**config.mk**
```make
export PLATFORM = sky130hd
export DESIGN_NAME = watermark_block_engine
export DESIGN_NICKNAME = d
export VERILOG_FILES = /design/src/rtl/watermark_block_engine.sv
export SDC_FILE = /design/constraint.sdc
export NUM_CORES = 1
export LEC_CHECK = 0
export BUFFER_PORTS_ARGS = -buffer_cell sky130_fd_sc_hd__buf_2
export CAP_MARGIN = 20
export CORE_MARGIN = 2
export CORE_UTILIZATION = 57
export CTS_BUF_LIST = sky130_fd_sc_hd__clkbuf_2 sky130_fd_sc_hd__clkbuf_4 sky130_fd_sc_hd__clkbuf_8
export DETAILED_ROUTE_END_ITERATION = 8
export HOLD_SLACK_MARGIN = 0.05
export PLACE_DENSITY = 0.8
export SYNTH_ARGS = -nofsm -noshare
export SYNTH_HDL_FRONTEND = slang
export SYNTH_SLANG_ARGS = --single-unit
```
**constraint.sdc**
```tcl
create_clock -name clk -period 5.6 [get_ports clk]
set_input_delay 0 -clock clk [delete_from_list [all_inputs] [get_ports clk]]
set_output_delay 0 -clock clk [all_outputs]
set_load 0.01 [all_outputs]
```
**src/rtl/watermark_block_engine.sv**
```systemverilog
// Block-wise visible-watermark blender: reads primary and watermark pixels from the data bank
// and streams alpha/beta-blended pixels. Optional macro WM_SATURATE_EN clamps channel overflow.
module watermark_block_engine #(
    parameter int DATA_DEPTH  = 8,
    parameter int CHANNELS    = 1,
    parameter int ADDR_DEPTH  = 20,
    parameter int BLOCK_DEPTH = 7,
    parameter int BLKCNT_W    = 7,
    parameter int COEF_W      = 8
) (
    input  logic                           clk,
    input  logic                           rst,
    input  logic                           start,
    input  logic [BLOCK_DEPTH-1:0]         cfg_m,
    input  logic [BLKCNT_W-1:0]            cfg_blocks,
    input  logic [ADDR_DEPTH-1:0]          cfg_pri_base,
    input  logic [ADDR_DEPTH-1:0]          cfg_wm_base,
    input  logic [COEF_W-1:0]              cfg_alpha,
    input  logic [COEF_W-1:0]              cfg_beta,
    output logic                           mem_rd_en,
    output logic [ADDR_DEPTH-1:0]          mem_addr,
    input  logic [CHANNELS*DATA_DEPTH-1:0] mem_rd_data,
    output logic                           pix_valid,
    input  logic                           pix_ready,
    output logic [CHANNELS*DATA_DEPTH-1:0] pix_data,
    output logic                           pix_blk_last,
    output logic                           pix_last,
    output logic                           busy,
    output logic                           done
);

    localparam int PW  = CHANNELS * DATA_DEPTH;
    localparam int BIW = 2 * BLOCK_DEPTH;
    localparam int SW  = DATA_DEPTH + COEF_W + 1;
    localparam logic [SW-1:0] ROUND = SW'(1) << (COEF_W - 1);

    typedef enum logic [2:0] {IDLE, RD_P, RD_W, CALC, OUT, FIN} state_t;

    state_t                state;
    logic [ADDR_DEPTH-1:0] pri_base_q;
    logic [ADDR_DEPTH-1:0] wm_base_q;
    logic [COEF_W-1:0]     alpha_q;
    logic [COEF_W-1:0]     beta_q;
    logic [BLKCNT_W-1:0]   blocks_q;
    logic [BIW-1:0]        mm_last_q;
    logic [ADDR_DEPTH-1:0] pix_idx;
    logic [BIW-1:0]        blk_idx;
    logic [BLKCNT_W-1:0]   blk_cnt;
    logic [PW-1:0]         p_q;

    function automatic logic [PW-1:0] blend(input logic [PW-1:0] p, input logic [PW-1:0] w,
                                            input logic [COEF_W-1:0] a, input logic [COEF_W-1:0] b);
        logic [SW-1:0]         s;
        logic [DATA_DEPTH:0]   r;
        blend = '0;
        for (int c = 0; c < CHANNELS; c++) begin
            s = SW'(a) * SW'(p[c*DATA_DEPTH +: DATA_DEPTH])
              + SW'(b) * SW'(w[c*DATA_DEPTH +: DATA_DEPTH]) + ROUND;
            r = (DATA_DEPTH + 1)'(s >> COEF_W);
`ifdef WM_SATURATE_EN
            blend[c*DATA_DEPTH +: DATA_DEPTH] = r[DATA_DEPTH] ? '1 : DATA_DEPTH'(r);
`else
            blend[c*DATA_DEPTH +: DATA_DEPTH] = DATA_DEPTH'(r);
`endif
        end
    endfunction

    // NOTE: every register here is state, so all assignments are non-blocking and all are reset.
    always_ff @(posedge clk) begin
        if (rst) begin
            state        <= IDLE;
            pri_base_q   <= '0;
            wm_base_q    <= '0;
            alpha_q      <= '0;
            beta_q       <= '0;
            blocks_q     <= '0;
            mm_last_q    <= '0;
            pix_idx      <= '0;
            blk_idx      <= '0;
            blk_cnt      <= '0;
            p_q          <= '0;
            mem_rd_en    <= 1'b0;
            mem_addr     <= '0;
            pix_valid    <= 1'b0;
            pix_data     <= '0;
            pix_blk_last <= 1'b0;
            pix_last     <= 1'b0;
            busy         <= 1'b0;
            done         <= 1'b0;
        end else begin
            case (state)
                IDLE: begin
                    if (start) begin
                        pri_base_q <= cfg_pri_base;
                        wm_base_q  <= cfg_wm_base;
                        alpha_q    <= cfg_alpha;
                        beta_q     <= cfg_beta;
                        blocks_q   <= cfg_blocks;
                        mm_last_q  <= BIW'(cfg_m) * BIW'(cfg_m) - BIW'(1);
                        pix_idx    <= '0;
                        blk_idx    <= '0;
                        blk_cnt    <= '0;
                        busy       <= 1'b1;
                        if (cfg_m == '0 || cfg_blocks == '0) begin
                            state <= FIN;
                        end else begin
                            state     <= RD_P;
                            mem_rd_en <= 1'b1;
                            mem_addr  <= cfg_pri_base;
                        end
                    end
                end
                RD_P: begin
                    mem_rd_en <= 1'b1;
                    mem_addr  <= wm_base_q + ADDR_DEPTH'(blk_idx);
                    state     <= RD_W;
                end
                RD_W: begin
                    p_q       <= mem_rd_data;
                    mem_rd_en <= 1'b0;
                    state     <= CALC;
                end
                CALC: begin
                    pix_data     <= blend(p_q, mem_rd_data, alpha_q, beta_q);
                    pix_valid    <= 1'b1;
                    pix_blk_last <= (blk_idx == mm_last_q);
                    pix_last     <= (blk_idx == mm_last_q) && (blk_cnt == blocks_q - BLKCNT_W'(1));
                    state        <= OUT;
                end
                OUT: begin
                    if (pix_ready) begin
                        pix_valid    <= 1'b0;
                        pix_blk_last <= 1'b0;
                        pix_last     <= 1'b0;
                        pix_idx      <= pix_idx + ADDR_DEPTH'(1);
                        if (pix_blk_last) begin
                            blk_idx <= '0;
                            blk_cnt <= blk_cnt + BLKCNT_W'(1);
                        end else begin
                            blk_idx <= blk_idx + BIW'(1);
                        end
                        if (pix_last) begin
                            state <= FIN;
                            done  <= 1'b1;
                        end else begin
                            state     <= RD_P;
                            mem_rd_en <= 1'b1;
                            mem_addr  <= pri_base_q + pix_idx + ADDR_DEPTH'(1);
                        end
                    end
                end
                FIN: begin
                    // An empty frame enters FIN with done low and spends one extra cycle here
                    // raising it; a normal frame arrives with done already high.
                    if (done) begin
                        done  <= 1'b0;
                        busy  <= 1'b0;
                        state <= IDLE;
                    end else begin
                        done <= 1'b1;
                    end
                end
                default: state <= IDLE;
            endcase
        end
    end

endmodule

```
Word level (Yosys, flattened, before mapping)
Cells that the tools add are included.
{"block": "word_totals", "reg_bits": 163, "elab_cells": 104}
{"block": "classes", "addsub": 10, "n_mux": 38, "n_mul": 3, "reduce_logical": 20, "eq_ne": 14}
{"cell": "$mux 20", "count": 6}
{"cell": "$pmux 20 s3", "count": 1}
{"cell": "$mux 14", "count": 3}
{"cell": "$add 20x1->20 const B", "count": 2}
{"cell": "$pmux 20 s2", "count": 1}
{"cell": "$mul 8x8->16", "count": 2}
{"cell": "$pmux 14 s2", "count": 1}
{"cell": "$mux 7", "count": 3}
{"cell": "$add 20x14->20", "count": 1}
{"cell": "$add 20x20->20", "count": 1}
{"cell": "$pmux 3 s6", "count": 1}
{"cell": "$add 16x16->16", "count": 1}
{"cell": "$add 16x8->16 const B", "count": 1}
{"cell": "$mux 3", "count": 5}
{"cell": "$add 14x1->14 const B", "count": 1}
{"cell": "$eq 14x14->1", "count": 1}
{"cell": "$logic_not 7->1", "count": 2}
{"cell": "$mul 7x7->14", "count": 1}
{"cell": "$ne 2x2->1 const B", "count": 7}
{"cell": "$pmux 7 s2", "count": 1}
{"cell": "$sub 14x1->14 const B", "count": 1}
{"cell": "$reduce_and 3->1", "count": 4}
{"cell": "$mux 1", "count": 10}
{"cell": "$pmux 1 s2", "count": 5}
{"cell": "other kinds (16)", "count": 23}

Longest topological paths before layout
Gate-level depths: netlist (run 1).
{"block": "depth", "depth_word": 5, "mapped_depth": 23}

Worst setup path before layout (run 1)
No wires, ideal clock.
{"block": "synth_path", "kind": "register to register", "startpoint": "register alpha_q[5]", "endpoint": "register pix_data[7]", "setup_ps": 117, "setup_slack_ps": 219, "stages_incl_launch_ff": 19, "required_time_ps": 5483, "arrival_time_ps": 5264, "path_cell_list": "dfxtp_1 clkbuf_1 nand2_1 fa_1 fa_1 inv_1 fa_1 fa_1 fa_1 inv_1 fa_1 inv_1 ha_1 o2111a_1 a211o_1 a31oi_1 a21oi_1 xnor2_1 a22o_1"}
{"block": "synth_via", "elab_chain_cells": 3}
{"element": "from (decl)", "line": "42", "source": "logic [COEF_W-1:0] alpha_q;"}
{"element": "from (signal assigned)", "line": "96", "source": "alpha_q <= cfg_alpha;"}
{"element": "$mul 8x8->16", "line": "57", "source": "s = SW'(a) * SW'(p[c*DATA_DEPTH +: DATA_DEPTH])"}
{"element": "$add 16x16->16", "line": "58", "source": "+ SW'(b) * SW'(w[c*DATA_DEPTH +: DATA_DEPTH]) + ROUND;"}
{"element": "$add 16x8->16", "line": "58"}
{"element": "to (signal assigned)", "line": "124", "source": "pix_data <= blend(p_q, mem_rd_data, alpha_q, beta_q);"}
{"element": "to (decl)", "line": "25", "source": "output logic [CHANNELS*DATA_DEPTH-1:0] pix_data,"}
Every way passes these cells.
A chain may end at the register's enable or synchronous reset.

Worst setup path after layout (run 1)
{"block": "layout_path", "startpoint": "register p_q[1]", "endpoint": "register pix_data[6]"}
{"block": "layout_via", "elab_chain_cells": 3}
{"element": "from (decl)", "line": "49", "source": "logic [PW-1:0] p_q;"}
{"element": "from (signal assigned)", "line": "119", "source": "p_q <= mem_rd_data;"}
{"element": "$mul 8x8->16", "line": "57"}
{"element": "$add 16x16->16", "line": "58"}
{"element": "$add 16x8->16", "line": "58"}
Every way passes these cells.

==> results of run 1 <==
## per-layer routing
layer  track usage (%)  routed length (µm)
met2              48.8               18000
met1              38.0               15500
met4              7.51                 591
met5                 0                   0
met3              5.96                2870
## worst min-delay path by stage
| stage | startpoint | endpoint | slack (ns) |
|---|---|---|---|
| 2_1_floorplan | cfg_pri_base[0] | pri_base_q[0] | 0.14 |
| 3_3_place_gp | cfg_wm_base[19] | wm_base_q[19] | 0.24 |
| 3_5_place_dp | cfg_wm_base[1] | wm_base_q[1] | 0.25 |
| 4_1_cts | cfg_m[6] | mm_last_q[13] | 0.08 |
| 5_1_grt | cfg_m[6] | mm_last_q[13] | 0.13 |
| 6_report | cfg_m[6] | mm_last_q[13] | 0.09 |
## layout make-up
class / count / area [µm²] / area share [%]
antenna: 2 / 5.00 / 0.0310
clock inverter: 12 / 100 / 0.619
clock buffer: 20 / 269 / 1.66
tap: 324 / 405 / 2.51
timing repair buffer: 215 / 1520 / 9.38
inverter: 194 / 728 / 4.50
multi-input combinational: 1282 / 9860 / 61.0
sequential: 162 / 3280 / 20.3
## cells in the final DEF (no fill, tap or decap), types with 4 or more instances in the layout
cell type	netlist	routed
nand2_1	289	289
inv_1	194	194
a21oi_1	154	153
dfxtp_1	162	144
ha_1	129	127
fa_1	119	119
buf_2	5	114
nor2_1	103	103
and2_1	88	88
dlygate4sd3_1	0	75
xor2_1	58	58
xnor2_1	51	51
o21ai_0	31	31
nor3_1	30	30
buf_4	2	26
nand3_1	25	24
clkbuf_8	0	19
a21o_1	16	16
nand4_1	16	16
and3_1	15	14
dfxtp_2	0	14
nand2b_1	13	13
or3_1	11	11
a211oi_1	10	9
a31oi_1	8	8
a211oi_2	6	7
o21ai_1	8	7
mux2i_1	6	6
o31ai_1	5	5
nand3b_1	5	5
nor2b_1	5	5
or2_2	5	5
clkinvlp_4	0	5
nor4_2	4	4
a311oi_1	4	4
a221oi_1	4	4
a22o_1	4	4
o21a_1	4	4
dfxtp_4	0	4
## synthesized netlist by cell type, types with 6 or more instances
cell type,n,area [µm²]
a211oi_1,10,75.1
a211oi_2,6,75.1
a21o_1,16,120
a21oi_1,154,771
a31oi_1,8,50.1
and2_1,88,551
and3_1,15,93.8
clkbuf_1,57,214
dfxtp_1,162,3240
fa_1,119,2380
ha_1,129,1610
inv_1,194,728
mux2i_1,6,60.1
nand2_1,289,1080
nand2b_1,13,81.3
nand3_1,25,125
nand4_1,16,100
nor2_1,103,387
nor3_1,30,150
o21ai_0,31,155
o21ai_1,8,40.0
or3_1,11,68.8
xnor2_1,51,447
xor2_1,58,508
## power groups by stage
stage,combinational [mW],clock [mW],sequential [mW]
6_report,1.84,0.834,1.43
2_1_floorplan,1.32,0,1.42
3_5_place_dp,1.76,0,1.45
4_1_cts,1.82,0.837,1.42
5_1_grt,2.07,0.889,1.44
3_3_place_gp,1.70,0,1.44
## flip-flops by register name (all words and copies together) (netlist names), 3 cells and up
name / cells
mem_addr: 20
pix_idx: 20
pri_base_q: 20
wm_base_q: 20
blk_idx: 14
mm_last_q: 13
alpha_q: 8
beta_q: 8
p_q: 8
pix_data: 8
blk_cnt: 7
blocks_q: 7
state: 3
## critical path: cells and delay by family (launching register included)
kind / cells / cell delay, ns
buffers and inverters: 5 / 0.46
AND/OR/NAND/NOR: 2 / 0.15
XOR/XNOR: 1 / 0.14
flip-flops: 1 / 0.35
adder cells (fa/ha/maj): 7 / 3.21
AO/OA/AOI/OAI: 5 / 0.96
## cell families after synthesis
group | share of synthesized area, %
buffers and inverters | 7.41
xor gates and xnor gates | 6.77
and+or+nand+nor | 20.3
adders and majority gates | 28.3
AOI/OAI and AO/OA | 13.8
muxes | 0.426
DFF | 23.0
## stage by stage
step,worst slack [ns],util (%)
finish,0.193,66.5
global route,-0.00154,66.5
CTS,0.00960,66.1
detailed placement,0.0361,61.5
global placement,0.116,61.5
floorplan,0.219,-
## repair_timing
action,CTS,global route
setup endpoints to repair,0,8
buffers inserted,0,3
hold buffers,75,0
hold endpoints to repair,92,0
resized for setup,0,27
==> results.sh, run 1 <==
export IMPL_p_int_mw=2.40
export IMPL_seqPwrFrac_pct=34.8
export IMPL_critical_path_class="reg2reg"
export IMPL_syn_mean_instance_area_um2=8.25
export IMPL_hold_viol_final=0
export IMPL_cts_htree_levels=4
export IMPL_slew_headroom_pct=26.6
export IMPL_cap_violations=0
export IMPL_overflow=0
export IMPL_top_level_ports=116
export IMPL_die_area_mm2=0.0260
export IMPL_r2r_cells=20
export IMPL_finClkSkew_ns=0.0204
export IMPL_finalSetupViolations=0
export IMPL_finalNonFillerCells=2211
export IMPL_vias=12445
export IMPL_holdPathStages=4
export IMPL_gp_congestion=0.905
export IMPL_ys_dominant_reg_cell="dfxtp_1"
export IMPL_min_path_type="in2reg"
export IMPL_sw_frac_of_total_pct=41.4
export IMPL_rr_startpoint="p_q[1]"
export IMPL_fin_area_mm2=0.0162
export IMPL_p_sw_mw=1.70
export IMPL_start_util_pct=58.0
export IMPL_rows=57
export IMPL_drt_wl_total_um=36900
export IMPL_crit_path_cell_trace="buf_4 -> nand2_1 -> fa_1 -> inv_1 -> ha_1 -> fa_1 -> fa_1 -> fa_1 -> inv_1 -> fa_1 -> inv_1 -> ha_1 -> o2111a_1 -> a211o_1 -> a31oi_1 -> buf_4 -> o21bai_1 -> xor2_1 -> nand2_1 -> a21oi_1"
export IMPL_cts_buffers=17
export IMPL_whs_ns=0.0900
export IMPL_cpPeakStageDelay_ns=0.57
export IMPL_critical_path_max_fanout=7
export IMPL_setup_tns_ns=0
export IMPL_yosysWarnings=0
export IMPL_slew_violations=0
export IMPL_nFillCells=1980
export IMPL_fp_dieW_um=161
export IMPL_cp_common_cell="fa_1"
export IMPL_power_mw=4.10
export IMPL_wl_per_cell_um=16.7
export IMPL_worst_setup_path_end_kind="flip-flop"
export IMPL_synth_area_mm2=0.0141
export IMPL_ys_types=67
export IMPL_critPathLaunch="p_q[1]"
export IMPL_dp_hpwl_um=28100
export IMPL_cp_required_ns=5.91
export IMPL_grt_pass1_wl_um=61000
export IMPL_tightest_slew_ns=1.10
export IMPL_port_buffers=115
export IMPL_ys_seq_area_share_pct=23.0
export IMPL_first_pass_iters=5
export IMPL_drt_first_iter_violations=1058
export IMPL_drtAntennaViolNets=0
export IMPL_timing_rr_end="pix_data[6]"
export IMPL_clk_pin_slew_ns=0.09
export IMPL_clockBufferDepth=2
export IMPL_ys_seq_elements=162
export IMPL_combinationalPowerShare_pct=44.9
export IMPL_syn_nets=2041
export IMPL_cts_tree="done"
export IMPL_place_area_mm2=0.0149
export IMPL_area_growth_syn_to_layout_pct=14.6
export IMPL_fin_crit_ns=5.41
export IMPL_drc=0
export IMPL_nNetsFinal=2202
export IMPL_start_kind="flip-flop"
export IMPL_p_clk_share_pct=20.3
export IMPL_async_flop_share_pct=0
export IMPL_outcome="finished clean"
export IMPL_finalCritPeriodShare_pct=96.6
export IMPL_antenna_found_initial=2
export IMPL_endpoint="pix_data[6]"
export IMPL_syn_inst=1711
export IMPL_reg2reg_slack_ns=0.19
export IMPL_grt_pass1_vias=12457
export IMPL_cts_sinks=162
export IMPL_core_mm2=0.0243
export IMPL_drive_above_1_share_pct=12.3
export IMPL_p_leak_nw=7.59
export IMPL_avgViaCountPerCell=5.63
export IMPL_grt_use_total_pct=28.9
export IMPL_max_freq_ghz=0.185
export IMPL_ir_drop_mv=0.174
export IMPL_grt_max_degree=84
export IMPL_dp_cells=2099
export IMPL_cpMaxStageDelayCell="fa_1"
export IMPL_die_y_um=161
export IMPL_clk_latency_ns=0.47
export IMPL_synth_edf_count=0
export IMPL_power_density_mw_per_mm2=254
export IMPL_root_buffer="clkbuf_8"
export IMPL_arrival_ns=5.72
(Power assumes the default switching activity.)
==> run 2: changes to the inputs <==
--- a/config.mk
+++ b/config.mk
@@ -7,12 +7,14 @@
 export LEC_CHECK = 0
 export BUFFER_PORTS_ARGS = -buffer_cell sky130_fd_sc_hd__buf_2
 export CAP_MARGIN = 20
+export CELL_PAD_IN_SITES_DETAIL_PLACEMENT = 0
+export CELL_PAD_IN_SITES_GLOBAL_PLACEMENT = 1
 export CORE_MARGIN = 2
-export CORE_UTILIZATION = 57
+export CORE_UTILIZATION = 43
 export CTS_BUF_LIST = sky130_fd_sc_hd__clkbuf_2 sky130_fd_sc_hd__clkbuf_4 sky130_fd_sc_hd__clkbuf_8
 export DETAILED_ROUTE_END_ITERATION = 8
 export HOLD_SLACK_MARGIN = 0.05
-export PLACE_DENSITY = 0.8
+export PLACE_DENSITY_LB_ADDON = 0.1
 export SYNTH_ARGS = -nofsm -noshare
 export SYNTH_HDL_FRONTEND = slang
 export SYNTH_SLANG_ARGS = --single-unit
==> run 2 against run 1 <==
Against the previous run: via count fell by 5.1%; first-iteration DRC count fell by 44%; die area rose by 32%; combinational power barely moved; worst setup slack improved by 0.053 ns; critical path depth fell by 1; non-clock buffer count rose by 5; global-route usage fell by 5.8 points; clock skew fell by 0.0057 ns; final cell count rose by 5.4%; register-to-register slack improved by 0.05 ns.
==> results.sh, run 2 (same netlist as run 1, synthesis figures left out) <==
export IMPL_fp_dieW_um=185
export IMPL_drtAntennaViolNets=0
export IMPL_grt_pass1_vias=11691
export IMPL_first_pass_iters=6
export IMPL_power_density_mw_per_mm2=262
export IMPL_cap_violations=0
export IMPL_p_int_mw=2.63
export IMPL_critical_path_class="reg2reg"
export IMPL_die_area_mm2=0.0343
export IMPL_drive_above_1_share_pct=12.1
export IMPL_clk_latency_ns=0.48
export IMPL_finClkSkew_ns=0.0147
export IMPL_drt_wl_total_um=37800
export IMPL_finalCritPeriodShare_pct=95.6
export IMPL_drc=0
export IMPL_cpPeakStageDelay_ns=0.56
export IMPL_outcome="finished clean"
export IMPL_drt_first_iter_violations=594
export IMPL_r2r_cells=19
export IMPL_grt_max_degree=81
export IMPL_seq_area_mm2=0.00328
export IMPL_root_buffer="clkbuf_8"
export IMPL_final_common_cell="nand2_1"
export IMPL_slew_violations=0
export IMPL_clk_pin_slew_ns=0.10
export IMPL_cts_buffers=17
export IMPL_fin_crit_ns=5.35
export IMPL_timing_rr_end="pix_data[6]"
export IMPL_multi_input_area_mm2=0.00986
export IMPL_antenna_found_initial=0
export IMPL_worst_setup_path_end_kind="flip-flop"
export IMPL_start_kind="flip-flop"
export IMPL_clockBufferDepth=2
export IMPL_cpMaxStageDelayCell="fa_2"
export IMPL_rsz0062_at_grt="no"
export IMPL_overflow=0
export IMPL_dp_hpwl_um=29200
export IMPL_port_buffers=115
export IMPL_cts_htree_levels=4
export IMPL_fin_util_pct=50.7
export IMPL_reg2reg_slack_ns=0.25
export IMPL_min_from="cfg_m[6]"
export IMPL_start_util_pct=43.5
export IMPL_seqPwrFrac_pct=33.1
export IMPL_p_clk_share_pct=24.4
export IMPL_max_freq_ghz=0.187
export IMPL_die_y_um=185
export IMPL_layout_common_cells="nand2_1 (289), inv_1 (194), a21oi_1 (153)"
export IMPL_nFillCells=3243
export IMPL_gp_congestion=0.848
export IMPL_ir_drop_mv=0.236
export IMPL_cts_tree="done"
export IMPL_avgViaCountPerCell=5.07
export IMPL_grt_use_total_pct=23.1
export IMPL_rows=66
export IMPL_setup_tns_ns=0
export IMPL_p_leak_nw=7.67
export IMPL_vias=11813
export IMPL_n_antenna_cell=0
export IMPL_holdPathEnd="mm_last_q[13]"
export IMPL_arrival_ns=5.76
export IMPL_crit_path_cell_trace="and2_1 -> fa_1 -> inv_1 -> fa_1 -> inv_1 -> fa_2 -> fa_1 -> fa_1 -> inv_1 -> fa_1 -> inv_1 -> ha_4 -> o2111a_1 -> a211o_1 -> a31oi_4 -> o21bai_1 -> xor2_1 -> nand2_1 -> a21oi_1"
export IMPL_cp_required_ns=6.01
export IMPL_cp_common_cell="fa_1"
export IMPL_nNetsFinal=2207
export IMPL_cts_sinks=162
export IMPL_area_growth_syn_to_layout_pct=16.5
export IMPL_combinationalPowerShare_pct=42.5
export IMPL_core_mm2=0.0325
export IMPL_critical_path_max_fanout=5
export IMPL_top_level_ports=116
export IMPL_min_path_type="in2reg"
export IMPL_grt_pass1_wl_um=61900
export IMPL_holdPathStages=4
export IMPL_hold_viol_final=0
export IMPL_wl_per_cell_um=16.2
export IMPL_p_sw_mw=1.68
export IMPL_finalSetupViolations=0
export IMPL_rr_startpoint="beta_q[4]"
export IMPL_sw_frac_of_total_pct=39.0
export IMPL_slew_headroom_pct=30.7
export IMPL_tightest_slew_ns=1.03
-- run 2: what timing repair did --
item / in CTS / in global routing
buffers inserted: 0 / 3
hold buffers: 75 / 0
setup endpoints to repair: 2 / 6
hold endpoints to repair: 94 / 0
resized for setup: 1 / 26
pin swaps: 0 / 6
-- run 2: critical path: cells and delay by family (launching register included) --
kind / cells / cell delay, ns
flops: 1 / 0.35
simple gates: 2 / 0.22
xor+xnor: 1 / 0.16
compound gates: 5 / 0.99
fa+ha+maj: 7 / 3.33
buf+inv: 4 / 0.23
-- run 2: power by group through the flow --
stage               sequential (mW)  combinational (mW)  clock [mW]
floorplan                      1.42                1.32           0
global placement               1.45                1.76           0
detailed placement             1.45                1.77           0
CTS                            1.43                1.83        1.08
global route                   1.45                2.09        1.13
finish                         1.43                1.83        1.05
-- run 2: per-layer routing --
layer	vias up	routed length [µm]	global-route usage, %
li1	5945	-	-
met1	5625	19000	33.5
met2	218	17100	36.7
met3	25	1300	2.91
met4	0	389	5.21
met5	-	0	0
-- run 2: worst max path at each step --
| stage | startpoint | end | slack [ns] | cells past startpoint |
|---|---|---|---|---|
| final | beta_q[4] | pix_data[6] | 0.25 | 19 |
| after global routing | beta_q[1] | pix_data[6] | 0.005 | 17 |
| after CTS | beta_q[2] | pix_data[5] | 0.02 | 20 |
| after detailed placement | alpha_q[4] | pix_data[7] | 0.03 | 17 |
| after global placement | alpha_q[4] | pix_data[7] | 0.07 | 17 |
| after floorplan | alpha_q[5] | pix_data[7] | 0.22 | 18 |
-- run 2: layout make-up --
| type | count | area share, % |
|---|---|---|
| Multi-Input combinational cell | 1282 | 60.0 |
| Sequential cell | 162 | 20.0 |
| Timing Repair Buffer | 220 | 9.42 |
| Inverter | 194 | 4.43 |
| Tap cell | 442 | 3.36 |
| Clock buffer | 17 | 1.42 |
| Clock inverter | 13 | 1.42 |
-- run 2: metrics by stage --
stage	power (mW)	hold slack [ns]	std cells	instance area [µm²]	worst slack (ns)
after floorplan	2.74	0.136	1711	14100	0.219
after global placement	3.22	0.240	2222	15100	0.0652
after detailed placement	3.22	0.245	2222	15100	0.0252
after CTS	4.34	0.0653	2327	16400	0.0221
after global routing	4.67	0.123	2330	16400	0.00502
final	4.31	0.0884	2330	16400	0.246
==> run 3: changes to the inputs <==
--- a/config.mk
+++ b/config.mk
@@ -5,12 +5,13 @@
 export SDC_FILE = /design/constraint.sdc
 export NUM_CORES = 1
 export LEC_CHECK = 0
+export ABC_AREA = 1
 export BUFFER_PORTS_ARGS = -buffer_cell sky130_fd_sc_hd__buf_2
 export CAP_MARGIN = 20
 export CELL_PAD_IN_SITES_DETAIL_PLACEMENT = 0
 export CELL_PAD_IN_SITES_GLOBAL_PLACEMENT = 1
 export CORE_MARGIN = 2
-export CORE_UTILIZATION = 43
+export CORE_UTILIZATION = 41
 export CTS_BUF_LIST = sky130_fd_sc_hd__clkbuf_2 sky130_fd_sc_hd__clkbuf_4 sky130_fd_sc_hd__clkbuf_8
 export DETAILED_ROUTE_END_ITERATION = 8
 export HOLD_SLACK_MARGIN = 0.05
==> run 3 against run 2 <==
Against the previous run: worst setup slack better by 0.085 ns; routed wire length grew 18%; synthesized cell count grew 27%; clock power fell by 13%; cell area rose by 4.7%; clock skew is essentially flat; via count grew 16%; power is 10% higher; hold slack improved by 0.12 ns; first-iteration DRC count is 17% higher; global-route usage increased by 0.99 points; critical path type unchanged; synthesized area is 6.7% higher; largest cell class unchanged.
==> results.sh, run 3 <==
export IMPL_synth_top_cell_area_share_pct=21.6
export IMPL_async_flop_share_pct=0
export IMPL_cp_required_ns=5.99
export IMPL_cpPeakStageDelay_ns=0.57
export IMPL_ys_seq_elements=162
export IMPL_finalSetupViolations=0
export IMPL_r2r_cells=20
export IMPL_drtAntennaViolNets=0
export IMPL_min_path_type="in2reg"
export IMPL_fp_dieW_um=196
export IMPL_slew_violations=0
export IMPL_clockBufferDepth=2
export IMPL_p_leak_nw=9.42
export IMPL_power_mw=4.75
export IMPL_ys_types=47
export IMPL_critical_path_max_fanout=9
export IMPL_rsz0062_at_grt="no"
export IMPL_port_buffers=115
export IMPL_hold_viol_final=0
export IMPL_cap_violations=0
export IMPL_wl_per_cell_um=15.8
export IMPL_final_common_cell="nand2_1"
export IMPL_clk_pin_slew_ns=0.09
export IMPL_grt_pass1_vias=13672
export IMPL_die_area_mm2=0.0383
export IMPL_start_util_pct=41.4
export IMPL_ir_drop_mv=0.154
export IMPL_crit_path_cell_trace="nand2_1 -> fa_1 -> fa_1 -> inv_1 -> fa_1 -> fa_1 -> fa_1 -> inv_1 -> fa_1 -> inv_1 -> ha_1 -> a21oi_1 -> a21boi_1 -> nand2_1 -> nand2_1 -> nand2_1 -> nand2_1 -> nand2_1 -> o21ai_0 -> inv_1"
export IMPL_drc=0
export IMPL_rows=70
export IMPL_drt_wl_total_um=44500
export IMPL_first_pass_iters=5
export IMPL_cts_tree="done"
export IMPL_syn_inst=2171
export IMPL_core_mm2=0.0363
export IMPL_max_freq_ghz=0.190
export IMPL_dp_hpwl_um=35500
export IMPL_path_depth=20
export IMPL_worst_setup_path_end_kind="flip-flop"
export IMPL_critPathTopFamily="adder cells"
export IMPL_fin_crit_ns=5.27
export IMPL_seq_area_mm2=0.00325
export IMPL_netlist_top_cells_area="dfxtp_1 (22%), fa_1 (16%), nand2_1 (13%)"
export IMPL_gp_congestion=0.897
export IMPL_overflow=0
export IMPL_syn_mean_instance_area_um2=6.93
export IMPL_arrival_ns=5.66
export IMPL_nNetsFinal=2657
export IMPL_grt_pass1_wl_um=72100
export IMPL_nFillCells=3750
export IMPL_drt_first_iter_violations=696
export IMPL_yosysTopAreaCell="dfxtp_1"
export IMPL_finClkSkew_ns=0.0151
export IMPL_synth_edf_count=0
export IMPL_antenna_found_initial=1
export IMPL_yosys_top_cells_count="nand2_1 (539), inv_1 (458), dfxtp_1 (162)"
export IMPL_layout_common_cells="nand2_1 (539), inv_1 (457), nor2_1 (159)"
export IMPL_drive_above_1_share_pct=8.08
export IMPL_cp_buffers_inverters=4
export IMPL_grt_use_total_pct=24.1
export IMPL_cts_htree_levels=4
export IMPL_yosysWarnings=0
export IMPL_outcome="finished clean"
export IMPL_syn_nets=2501
export IMPL_cpMaxStageDelayCell="fa_1"
export IMPL_tightest_slew_ns=0.892
export IMPL_synth_area_mm2=0.0150
export IMPL_top_level_ports=116
export IMPL_cts_buffers=17
export IMPL_grt_max_degree=57
export IMPL_start_kind="flip-flop"
export IMPL_clk_latency_ns=0.50
export IMPL_die_y_um=196
export IMPL_synth_most_common_cell="nand2_1"
export IMPL_root_buffer="clkbuf_8"
export IMPL_avgViaCountPerCell=4.86
export IMPL_whs_ns=0.212
export IMPL_power_density_mw_per_mm2=276
export IMPL_holdPathStages=7
export IMPL_vias=13647
export IMPL_critical_path_class="reg2reg"
export IMPL_finalCritPeriodShare_pct=94.1
export IMPL_setup_tns_ns=0
export IMPL_ys_dominant_reg_cell="dfxtp_1"
export IMPL_multi_input_area_mm2=0.00976
export IMPL_cts_setup_buffers=0
export IMPL_cts_sinks=162
export IMPL_ys_seq_area_share_pct=21.6
export IMPL_slew_headroom_pct=40.5
export IMPL_area_growth_syn_to_layout_pct=14.4
[run 3: cell count changes in the layout (fill, tap and decap cells not counted), moves of 12 or more]
cell      delta
nand3_1     +83
nand2b_1    -12
o21ai_0     +61
a22o_1      +29
xnor2_1     -37
nor2_1      +56
xor2_1      -27
nand2_1    +250
a21oi_1     -40
inv_1      +263
and2_1      -86
and3_1      -12
a21o_1      -16
[run 3: cell families (layout without fill, tap and decap cells)]
group,count (synthesis),count (layout),share of synthesized area (%)
xor+xnor,45,45,2.62
simple gates,893,893,24.6
compound gates,285,285,11.0
buf+inv,538,706,13.7
fa+ha+maj,248,248,26.6
flops,162,162,21.6
other cells,0,1,0
[run 3: worst min-delay path: cells and delay by family]
kind          cells  cell delay, ns
xor+xnor          3            0.36
buf+inv           2            0.23
simple gates      2            0.10
[run 3: path summary, 6_finish.rpt]
check	startpoint	endpoint	slack, ns
max	beta_q[5]	pix_data[2]	0.33
min	cfg_m[6]	mm_last_q[13]	0.21
max reg2reg	beta_q[5]	pix_data[2]	0.33
min reg2reg	pri_base_q[4]	pri_base_q[4]	0.47
[run 3: repair_timing]
item	CTS	global route
resized for setup	0	6
hold buffers	77	0
setup endpoints to repair	0	6
hold endpoints to repair	115	0
[run 3: routing by layer]
| metal | track usage [%] | part of all wire (%) |
|---|---|---|
| met4 | 5.37 | 1.6 |
| met3 | 2.82 | 2.9 |
| met2 | 44.1 | 51 |
| met1 | 30.4 | 45 |
| met5 | 0 | 0 |
[run 3: through the flow]
stage	util, %	worst slack [ns]	cells	instance area (µm²)
after detailed placement	44.1	0.257	2699	16000
after global placement	44.1	0.265	2699	16000
after global routing	47.4	0.0527	2808	17200
final	47.4	0.331	2808	17200
after CTS	47.3	0.208	2807	17200
after floorplan	-	0.502	2171	15000
[run 3: area by class of cell]
| class | instances | area share, % |
|---|---|---|
| antenna | 1 | 0.0145 |
| sequential | 162 | 18.9 |
| clock inverter | 13 | 0.865 |
| tap | 468 | 3.40 |
| multi-input combinational | 1471 | 56.7 |
| clock buffer | 18 | 1.40 |
| timing repair buffer | 211 | 8.65 |
| inverter | 464 | 10.1 |
[run 3: power breakdown]
| part | switching (mW) | internal, mW | total (mW) |
|---|---|---|---|
| registers | 0.173 | 1.34 | 1.52 |
| clock network | 0.537 | 0.372 | 0.909 |
| logic | 1.47 | 0.858 | 2.32 |
| total | 2.18 | 2.57 | 4.75 |
